`config.mk`:
```
export PLATFORM = sky130hd
export DESIGN_NAME = pixel_write_packer
export DESIGN_NICKNAME = d
export VERILOG_FILES = /design/src/rtl/pixel_write_packer.sv
export SDC_FILE = /design/constraint.sdc
export NUM_CORES = 1
export LEC_CHECK = 0
export ABC_AREA = 0
export BUFFER_PORTS_ARGS = -buffer_cell sky130_fd_sc_hd__buf_4
export CAP_MARGIN = 20
export CORE_MARGIN = 8
export CORE_UTILIZATION = 51
export CTS_BUF_LIST = sky130_fd_sc_hd__clkbuf_4 sky130_fd_sc_hd__clkbuf_8
export DETAILED_ROUTE_END_ITERATION = 16
export PLACE_DENSITY = 0.78
export SLEW_MARGIN = 0
export SYNTH_ARGS = -nofsm -noshare
export SYNTH_HDL_FRONTEND = slang
export SYNTH_SLANG_ARGS = --single-unit
```
`constraint.sdc`:
```
create_clock -name clk -period 6.2 [get_ports clk]
set_input_delay 0.62 -clock clk [delete_from_list [all_inputs] [get_ports clk]]
set_output_delay 0.62 -clock clk [all_outputs]
set_load 0.005 [all_outputs]
```
`src/rtl/pixel_write_packer.sv`:
```
// pixel_write_packer
// Back end of the pixel pipeline. Blended 8-bit pixels are dithered (optional
// 4x4 ordered pattern), truncated to 5 bits per channel, tagged with the mask
// bit and merged into aligned 8-pixel VRAM blocks. The block is written as a
// single 128-bit word with a per-pixel select.
//
// Ports:
//   clk, rst           clock, asynchronous active-high reset
//   i_valid / o_ready  input pixel handshake
//   i_x, i_y           pixel coordinates (10 / 9 bits)
//   i_r, i_g, i_b      blended colour, 8 bits each
//   i_ditherOn         apply ordered dither to this pixel
//   i_setMask          value for the written mask bit (bit 15)
//   i_flush            pulse: write out the partial block once the pipe drains
//   o_wrValid / i_wrReady  VRAM write handshake
//   o_wrY, o_wrBlk     block row and block column (x[9:3])
//   o_wrData           pixel k in bits [16k+15:16k]
//   o_wrSel            bit k set = pixel k written
//   o_busy             S1 holds a pixel, buffer non-empty, or flush pending
module pixel_write_packer (
  input  logic         clk,
  input  logic         rst,
  input  logic         i_valid,
  output logic         o_ready,
  input  logic [9:0]   i_x,
  input  logic [8:0]   i_y,
  input  logic [7:0]   i_r,
  input  logic [7:0]   i_g,
  input  logic [7:0]   i_b,
  input  logic         i_ditherOn,
  input  logic         i_setMask,
  input  logic         i_flush,
  output logic         o_wrValid,
  input  logic         i_wrReady,
  output logic [8:0]   o_wrY,
  output logic [6:0]   o_wrBlk,
  output logic [127:0] o_wrData,
  output logic [7:0]   o_wrSel,
  output logic         o_busy
);

  typedef enum logic [1:0] {
    ST_EMPTY = 2'd0,
    ST_FILL  = 2'd1,
    ST_FLUSH = 2'd2
  } state_t;

  // 4x4 ordered dither offset, indexed by {y[1:0], x[1:0]}.
  function automatic logic signed [3:0] dither_off(input logic [1:0] yy, input logic [1:0] xx);
    logic signed [3:0] d;
    case ({yy, xx})
      4'h0:    d = -4'sd4;
      4'h1:    d =  4'sd0;
      4'h2:    d = -4'sd3;
      4'h3:    d =  4'sd1;
      4'h4:    d =  4'sd2;
      4'h5:    d = -4'sd2;
      4'h6:    d =  4'sd3;
      4'h7:    d = -4'sd1;
      4'h8:    d = -4'sd3;
      4'h9:    d =  4'sd1;
      4'hA:    d = -4'sd4;
      4'hB:    d =  4'sd0;
      4'hC:    d =  4'sd3;
      4'hD:    d = -4'sd1;
      4'hE:    d =  4'sd2;
      4'hF:    d = -4'sd2;
      default: d =  4'sd0;
    endcase
    return d;
  endfunction

  // Add the signed offset in 10 bits, clamp to 0..255, keep the top 5 bits.
  function automatic logic [4:0] chan5(input logic [7:0] c, input logic signed [3:0] d);
    logic [9:0] sum;
    logic [7:0] clamped;
    sum = {2'b00, c} + {{6{d[3]}}, d};
    if (sum[9]) begin
      clamped = 8'd0;
    end else if (sum[8]) begin
      clamped = 8'hFF;
    end else begin
      clamped = sum[7:0];
    end
    return clamped[7:3];
  endfunction

  state_t         r_state;
  logic           r_s1_valid;
  logic [9:0]     r_s1_x;
  logic [8:0]     r_s1_y;
  logic [15:0]    r_s1_pix;
  logic [127:0]   r_buf_data;
  logic [7:0]     r_buf_sel;
  logic [8:0]     r_buf_y;
  logic [6:0]     r_buf_blk;
  logic           r_flush_pend;

  logic signed [3:0] w_d;
  logic [15:0]    w_pix;
  logic           w_same;
  logic           w_drain;
  logic           w_accept;
  logic [6:0]     w_shift;
  logic [7:0]     w_slot_bit;

  // Dither and pack the incoming pixel.
  always_comb begin
    if (i_ditherOn) begin
      w_d = dither_off(i_y[1:0], i_x[1:0]);
    end else begin
      w_d = 4'sd0;
    end
    w_pix = {i_setMask, chan5(i_b, w_d), chan5(i_g, w_d), chan5(i_r, w_d)};
  end

  assign w_same     = (r_s1_y == r_buf_y) && (r_s1_x[9:3] == r_buf_blk);
  // S1 only empties into the buffer when loading a fresh block or merging into the current one.
  assign w_drain    = r_s1_valid && ((r_state == ST_EMPTY) || ((r_state == ST_FILL) && w_same));
  assign o_ready    = !r_s1_valid || w_drain;
  assign w_accept   = i_valid && o_ready;
  assign w_shift    = {r_s1_x[2:0], 4'b0000};
  assign w_slot_bit = 8'd1 << r_s1_x[2:0];

  // S1 register, buffer FSM and flush-pending flag.
  always_ff @(posedge clk or posedge rst) begin
    if (rst) begin
      r_state      <= ST_EMPTY;
      r_s1_valid   <= 1'b0;
      r_s1_x       <= 10'd0;
      r_s1_y       <= 9'd0;
      r_s1_pix     <= 16'd0;
      r_buf_data   <= 128'd0;
      r_buf_sel    <= 8'd0;
      r_buf_y      <= 9'd0;
      r_buf_blk    <= 7'd0;
      r_flush_pend <= 1'b0;
    end else begin
      if (w_accept) begin
        r_s1_valid <= 1'b1;
        r_s1_x     <= i_x;
        r_s1_y     <= i_y;
        r_s1_pix   <= w_pix;
      end else if (w_drain) begin
        r_s1_valid <= 1'b0;
      end

      r_flush_pend <= r_flush_pend | i_flush;

      case (r_state)
        ST_EMPTY: begin
          if (r_s1_valid) begin
            r_buf_data <= {112'd0, r_s1_pix} << w_shift;
            r_buf_sel  <= w_slot_bit;
            r_buf_y    <= r_s1_y;
            r_buf_blk  <= r_s1_x[9:3];
            r_state    <= ST_FILL;
          end else begin
            // Nothing to write: drop the request unless a pixel arrives with it.
            r_flush_pend <= i_flush & w_accept;
          end
        end
        ST_FILL: begin
          if (r_s1_valid && w_same) begin
            r_buf_data[w_shift +: 16] <= r_s1_pix;
            r_buf_sel <= r_buf_sel | w_slot_bit;
            if (r_buf_sel == 8'hFF) begin
              r_state <= ST_FLUSH;
            end else begin
              r_state <= ST_FILL;
            end
          end else if (r_s1_valid || (r_buf_sel == 8'hFF) || r_flush_pend) begin
            r_state <= ST_FLUSH;
          end else begin
            r_state <= ST_FILL;
          end
        end
        ST_FLUSH: begin
          if (i_wrReady) begin
            r_buf_sel <= 8'd0;
            r_state   <= ST_EMPTY;
            // A held pixel keeps the request alive so it is written after loading.
            if (!r_s1_valid) begin
              r_flush_pend <= 1'b0;
            end else begin
              r_flush_pend <= r_flush_pend;
            end
          end else begin
            r_state <= ST_FLUSH;
          end
        end
        default: begin
          r_state <= ST_EMPTY;
        end
      endcase
    end
  end

  assign o_wrValid = (r_state == ST_FLUSH);
  assign o_wrY     = r_buf_y;
  assign o_wrBlk   = r_buf_blk;
  assign o_wrData  = r_buf_data;
  assign o_wrSel   = r_buf_sel;
  assign o_busy    = r_s1_valid || (r_buf_sel != 8'd0) || r_flush_pend;

endmodule

```
==> results of run 1 <==
flip-flops by register name, summed over array words and instances, names as in the netlist, 2 cells and up:
signal / flops
r_s1_x: 10
r_s1_pix: 16
o_wrBlk: 7
r_s1_y: 9
r_state: 2
o_wrY: 9
o_wrData: 128
o_wrSel: 8
layout by cell type (no fill, tap or decap), types with 21 or more instances in the layout:
cell type  netlist  final
ha_1            34     34
o22ai_1         37     37
buf_4            1    214
a21oi_1         21     21
nor2_1          32     32
nand3_1         75     75
mux2_1          36     36
o21ai_1        100    100
dfrtp_1        191    191
xor2_1          22     22
inv_1          101    100
nand2_1        146    146
cell type report:
type | instances | area share, %
Sequential cell | 191 | 40.7
Multi-Input combinational cell | 649 | 35.5
Timing Repair Buffer | 219 | 14.3
Inverter | 107 | 3.48
Tap cell | 234 | 2.49
Clock buffer | 17 | 1.99
Clock inverter | 15 | 1.65
worst reg2reg max path, cell delays in order (launching register included):
cell and delay, ps:
dfrtp_1 680, inv_2 150, ha_1 260, ha_1 380
nor3b_1 510, a22oi_1 130, nor2_1 850, nand3_1 170
o21ai_1 120
where the power goes:
part	total [W]	leakage [nW]	internal (W)	switching, W
logic	0.00266	2.80	0.00122	0.00144
clock network	0.000846	0.209	0.000314	0.000532
registers	0.00240	2.53	0.00177	0.000631
total	0.00590	5.54	0.00329	0.00261
final timing paths:
path	cells past startpoint	endpoint	from	slack (ps)
worst max-delay path	8	o_wrData[52]	r_s1_x[0]	2890
worst min-delay path	2	o_wrData[15]	rst	280
worst max register to register	8	o_wrData[52]	r_s1_x[0]	2890
worst min register to register	2	o_wrData[70]	o_wrData[70]	500
max in group asynchronous	3	o_wrData[31]	rst	4490
min in group clk	2	r_s1_y[7]	i_y[7]	340
metrics by stage:
| stage | setup slack, ps | power [W] | util (%) | std cells | cell area (sq um) |
|---|---|---|---|---|---|
| 2_1_floorplan | 381 | 0.00377 | - | 1010 | 9590 |
| 3_3_place_gp | 2850 | 0.00496 | 60.5 | 1394 | 11200 |
| 3_5_place_dp | 2790 | 0.00502 | 60.5 | 1394 | 11200 |
| 4_1_cts | 2760 | 0.00586 | 62.8 | 1426 | 11700 |
| 5_1_grt | 2660 | 0.00629 | 63.3 | 1432 | 11800 |
| 6_report | 2890 | 0.00590 | 63.3 | 1432 | 11800 |
cell families (layout without fill, tap and decap cells):
family | Yosys count | in the layout | synth area share (%)
AO/OA/AOI/OAI | 213 | 213 | 13.8
XOR/XNOR | 36 | 36 | 3.29
adder cells (fa/ha/maj) | 34 | 34 | 4.43
buffers and inverters | 170 | 358 | 6.96
flip-flops | 191 | 191 | 49.8
multiplexers | 52 | 52 | 5.89
AND/OR/NAND/NOR | 314 | 314 | 15.8
metal layers:
metal | vias up | GRT usage [%] | share of wire, %
met3 | 35 | 6.26 | 8.5
met1 | 3769 | 30.2 | 43
li1 | 3799 | - | -
met2 | 330 | 35.4 | 47
met4 | 0 | 6.97 | 1.8
met5 | - | 0 | 0
==> summary.txt, run 1 <==
Outcome
  – Run status: completed

Timing
  – Fin crit share: 53.3%
  – Worst Max-Slew Pin Slew: 1090 ps
  – Unrepaired setup endpoints after global routing: false
  – Rel. slew slack: between 20% and 30%
  – Achievable Freq: 0.303 GHz
  – Pins over their slew limit: 0
  – Setup_tns: 0 ps
  – Final min period: 3310 ps
  – WHS: approximately 280 ps
  – Fin. Hold Viols: 0
  – Final setup fails: 0
  – Clk_skew: between 20 and 25 ps

GRT
  – Vias in the first global route: 7,713
  – All-layer global routing usage: between 20% and 30%
  – Initial antenna violation count: 0
  – Pin count of the biggest net entering global routing: 122
  – Congestion Overflow GR: 0
  – First-pass GRT wire length: about 42,000 microns

Detailed routing
  – Final wirelength: roughly 27,000 microns
  – Post-DR wirelength/cell: about 19 microns
  – ANT nets after route: 0
  – Routed vias/inst: ~5.5
  – Vias: slightly below 8,000
  – 1st-iter DRT viols: between 500 and 600
  – DRC violations left: 0
  – Drt first pass iters: 5

Logic synthesis
  – Count of cell types in the netlist: between 50 and 60
  – Number of enable flip-flop cells after synthesis: 0
  – Async SR Flop Fraction: 100%
  – Synth top area share: around half
  – Seq/Total Area, Yosys: between 40% and 50%
  – Top cells by count, synth: dfrtp_1 (191), nand2_1 (146), inv_1 (101)
  – Mapped Area: approximately 9600 sq um
  – Syn_nets: about 1,100
  – Syn Area/Cell: 9.50 sq um
  – Post-synth top area cell: dfrtp_1
  – Ys flop type: dfrtp_1
  – Seq cells post-synth: 191
  – Ys Warns: 0
  – Synth top area cells: dfrtp_1 (50%), nand2_1 (5.7%), o21ai_1 (5.2%), ha_1 (4.4%), mux2_1 (4.2%)
  – Syn Inst Count: about 1,000
  – Count leader, synth: dfrtp_1

Worst setup path
  – Crit Path Class: reg2reg
  – CP arrival: roughly 3700 ps
  – Startpoint types: flop
  – Crit-path max cell delay: roughly 850 ps
  – CP max FO: 16
  – Most frequent CP cell: ha_1
  – Worst-path cell chain: inv_2 -> ha_1 -> ha_1 -> nor3b_1 -> a22oi_1 -> nor2_1 -> nand3_1 -> o21ai_1
  – WP buf/inv: 1
  – Setup crit end kind: flop
  – Top Family by Delay on Critical Path: simple AND/OR/NAND/NOR gates
  – Slowest CP cell: nor2_1
  – Req. time, crit path: 6610 ps

Cells and area
  – Multi-input gate area: between 4000 and 5000 sq um
  – Fillers: about 1,500
  – Register Area: 4780 sq um
  – Share of cells above drive strength 1: between 20% and 30%
  – # diodes: 0
  – Nets: ~1,300
  – Syn-to-layout area delta: 22.5%

Clock tree
  – Clock latency on the worst-skew pair: 490 ps
  – CTS buffer count: 17
  – Worst-path clk slew: about 110 ps
  – Clock sink total: roughly 190
  – # resized after CTS: 0
  – CTS H-tree depth: 4
  – Post-CTS Hold Buffers: 0
  – Setup Buffers After CTS: 0
  – Max Root-Sink Buffers: 2
  – Clk root buf: clkbuf_8
  – TritonCTS clock tree: done

Die
  – Rows: 50
  – Initial Util: 51.6%
  – DIE HEIGHT: roughly 150 microns
  – IO Pins: approximately 200
  – Die footprint: between 20,000 and 25,000 sq um
  – Chip width: ~150 microns
  – Placeable core area: around 19,000 sq um

Pwr
  – Leak: between 5 and 6 nW
  – PwrDens: 502 nW/um^2
  – Max VDD drop: around 0.16 mV

Placement
  – GP Congestion: about 0.91
  – IO buf count: ~200
  – Post-DP HPWL: ~19,000 microns

Min path
  – HP Class: in2async

Run
  – Max Cap Viol: 0
No activity file was read; power rests on OpenSTA's default activity.
==> run 2, diff against run 1 <==
clock period = 2.9 ns   (was 6.2 ns; I/O delays follow)
==> summary.txt, run 2 (synthesis results as in run 1) <==
Outcome
  – Run status: completed

GRT
  – Pin count of the biggest net entering global routing: roughly 110
  – Vias in the first global route: around 8,000
  – All-layer global routing usage: between 20 and 25%
  – Congestion Overflow GR: 0
  – First-pass GRT wire length: roughly 43,000 microns
  – Initial antenna violation count: 1

Clock tree
  – TritonCTS clock tree: done
  – CTS H-tree depth: 4
  – Max Root-Sink Buffers: 2
  – CTS buffer count: 17
  – Clock sink total: about 190
  – Clk root buf: clkbuf_8
  – Setup Buffers After CTS: 0
  – Worst-path clk slew: about 110 ps
  – Clock latency on the worst-skew pair: 460 ps

Timing
  – WHS: ~36 ps
  – Pins over their slew limit: 0
  – Worst Max-Slew Pin Slew: ~1100 ps
  – Rel. slew slack: approximately a quarter
  – Final min period: around 2600 ps
  – Setup_tns: 0 ps
  – Fin crit share: approximately nine tenths
  – Clk_skew: about 18 ps
  – Fin. Hold Viols: 0
  – Achievable Freq: between 0.3 and 0.4 GHz
  – Final setup fails: 0
  – Unrepaired setup endpoints after global routing: false

Placement
  – GP Congestion: about 0.87
  – Post-DP HPWL: around 19,000 microns
  – IO buf count: just over 200

Detailed routing
  – Vias: approximately 8,000
  – 1st-iter DRT viols: ~660
  – DRC violations left: 0
  – Post-DR wirelength/cell: roughly 18 microns
  – ANT nets after route: 0
  – Drt first pass iters: 7
  – Final wirelength: around 27,000 microns
  – Routed vias/inst: about 5.5

Cells and area
  – Fillers: approximately 1,500
  – Max FFs per register: roughly 130
  – # diodes: 0
  – Nets: roughly 1,300
  – Syn-to-layout area delta: 23.4%
  – Finished Core Util: 63.7%
  – Most frequent cells in the layout: buf_4 (232), dfrtp_1 (191), nand2_1 (146), inv_1 (100), o21ai_1 (100)
  – Share of cells above drive strength 1: around a quarter
  – Most common cell after layout, fill and taps aside: buf_4

Min path
  – HP Class: in2reg

Die
  – Rows: 50
  – Chip width: ~150 microns
  – DIE HEIGHT: between 150 and 200 microns
  – Placeable core area: 18,600 sq um
  – Die footprint: roughly 23,000 sq um
  – IO Pins: between 200 and 250
  – Initial Util: between 50% and 60%

Run
  – Max Cap Viol: 0

Pwr
  – Max VDD drop: 0.387 mV
  – Leak: approximately 5.6 nW
  – PwrDens: about 1100 nW/um^2

Worst setup path
  – Setup crit end kind: flop
  – Req. time, crit path: around 3200 ps
  – Startpoint types: flop
  – Crit Path Class: reg2reg
  – CP arrival: 2910 ps
  – CP max FO: 16
run 2: cell count changes in the layout (fill, tap and decap cells not counted), moves of 2 or more:
cell | before | now
buf_4 | 214 | 232
clkinv_8 | 7 | 2
buf_8 | 3 | 0
clkinv_4 | 0 | 3
clkinvlp_4 | 1 | 4
dlygate4sd3_1 | 0 | 3
buf_12 | 0 | 2
run 2: cell type report:
| class | count | area [sq um] | area share [%] |
|---|---|---|---|
| clock buffers | 18 | 248 | 2.09 |
| clock inverters | 13 | 129 | 1.09 |
| inverters | 107 | 405 | 3.43 |
| multi-input cells | 649 | 4170 | 35.2 |
| flip-flops and latches | 191 | 4780 | 40.4 |
| well taps | 234 | 293 | 2.47 |
| repair buffers | 237 | 1810 | 15.3 |
run 2: path summary, 6_finish.rpt:
kind,startpoint,end,slack [ps],depth (start not counted)
setup / recovery,r_s1_x[0],o_wrData[47],260,7
max in group asynchronous,rst,o_wrData[70],1580,4
min in group asynchronous,rst,o_wrSel[7],400,3
hold reg to reg,o_wrData[71],o_wrData[71],500,2
hold / removal,i_x[8],r_s1_x[8],40,2
setup reg to reg,r_s1_x[0],o_wrData[47],260,7
run 2: metal layers:
layer / up-vias / GRT usage [%] / wire (microns)
met5: - / 0 / 15
met4: 2 / 7.59 / 496
met3: 40 / 4.99 / 2020
met2: 340 / 36.5 / 12700
met1: 3751 / 29.8 / 11500
li1: 3829 / - / -
run 2: per-stage QoR:
stage | area [sq um] | power (W) | setup slack [ps] | instances
3_5_place_dp | 11400 | 0.0109 | 143 | 1415
2_1_floorplan | 9600 | 0.00807 | 133 | 1010
6_report | 11800 | 0.0125 | 259 | 1449
5_1_grt | 11800 | 0.0134 | 80.7 | 1449
4_1_cts | 11800 | 0.0126 | 285 | 1447
3_3_place_gp | 11400 | 0.0108 | 205 | 1415
run 2: power breakdown:
group | switching [W] | total, W | internal [W]
clock network | 0.00101 | 0.00166 | 0.000647
registers | 0.00130 | 0.00507 | 0.00378
logic | 0.00315 | 0.00581 | 0.00265
run 2: what timing repair did:
item                                   CTS  global route
endpoints found under the hold margin   16             2
resized for setup                        0             0
hold buffers                             1             2
run 2: critical path, cell delays in order, from the launching register on:
cell,delay (ps)
dfrtp_1,370
inv_2,70
ha_1,220
ha_1,350
and3b_1,230
and4_1,210
nor2_1,840
o22ai_1,180
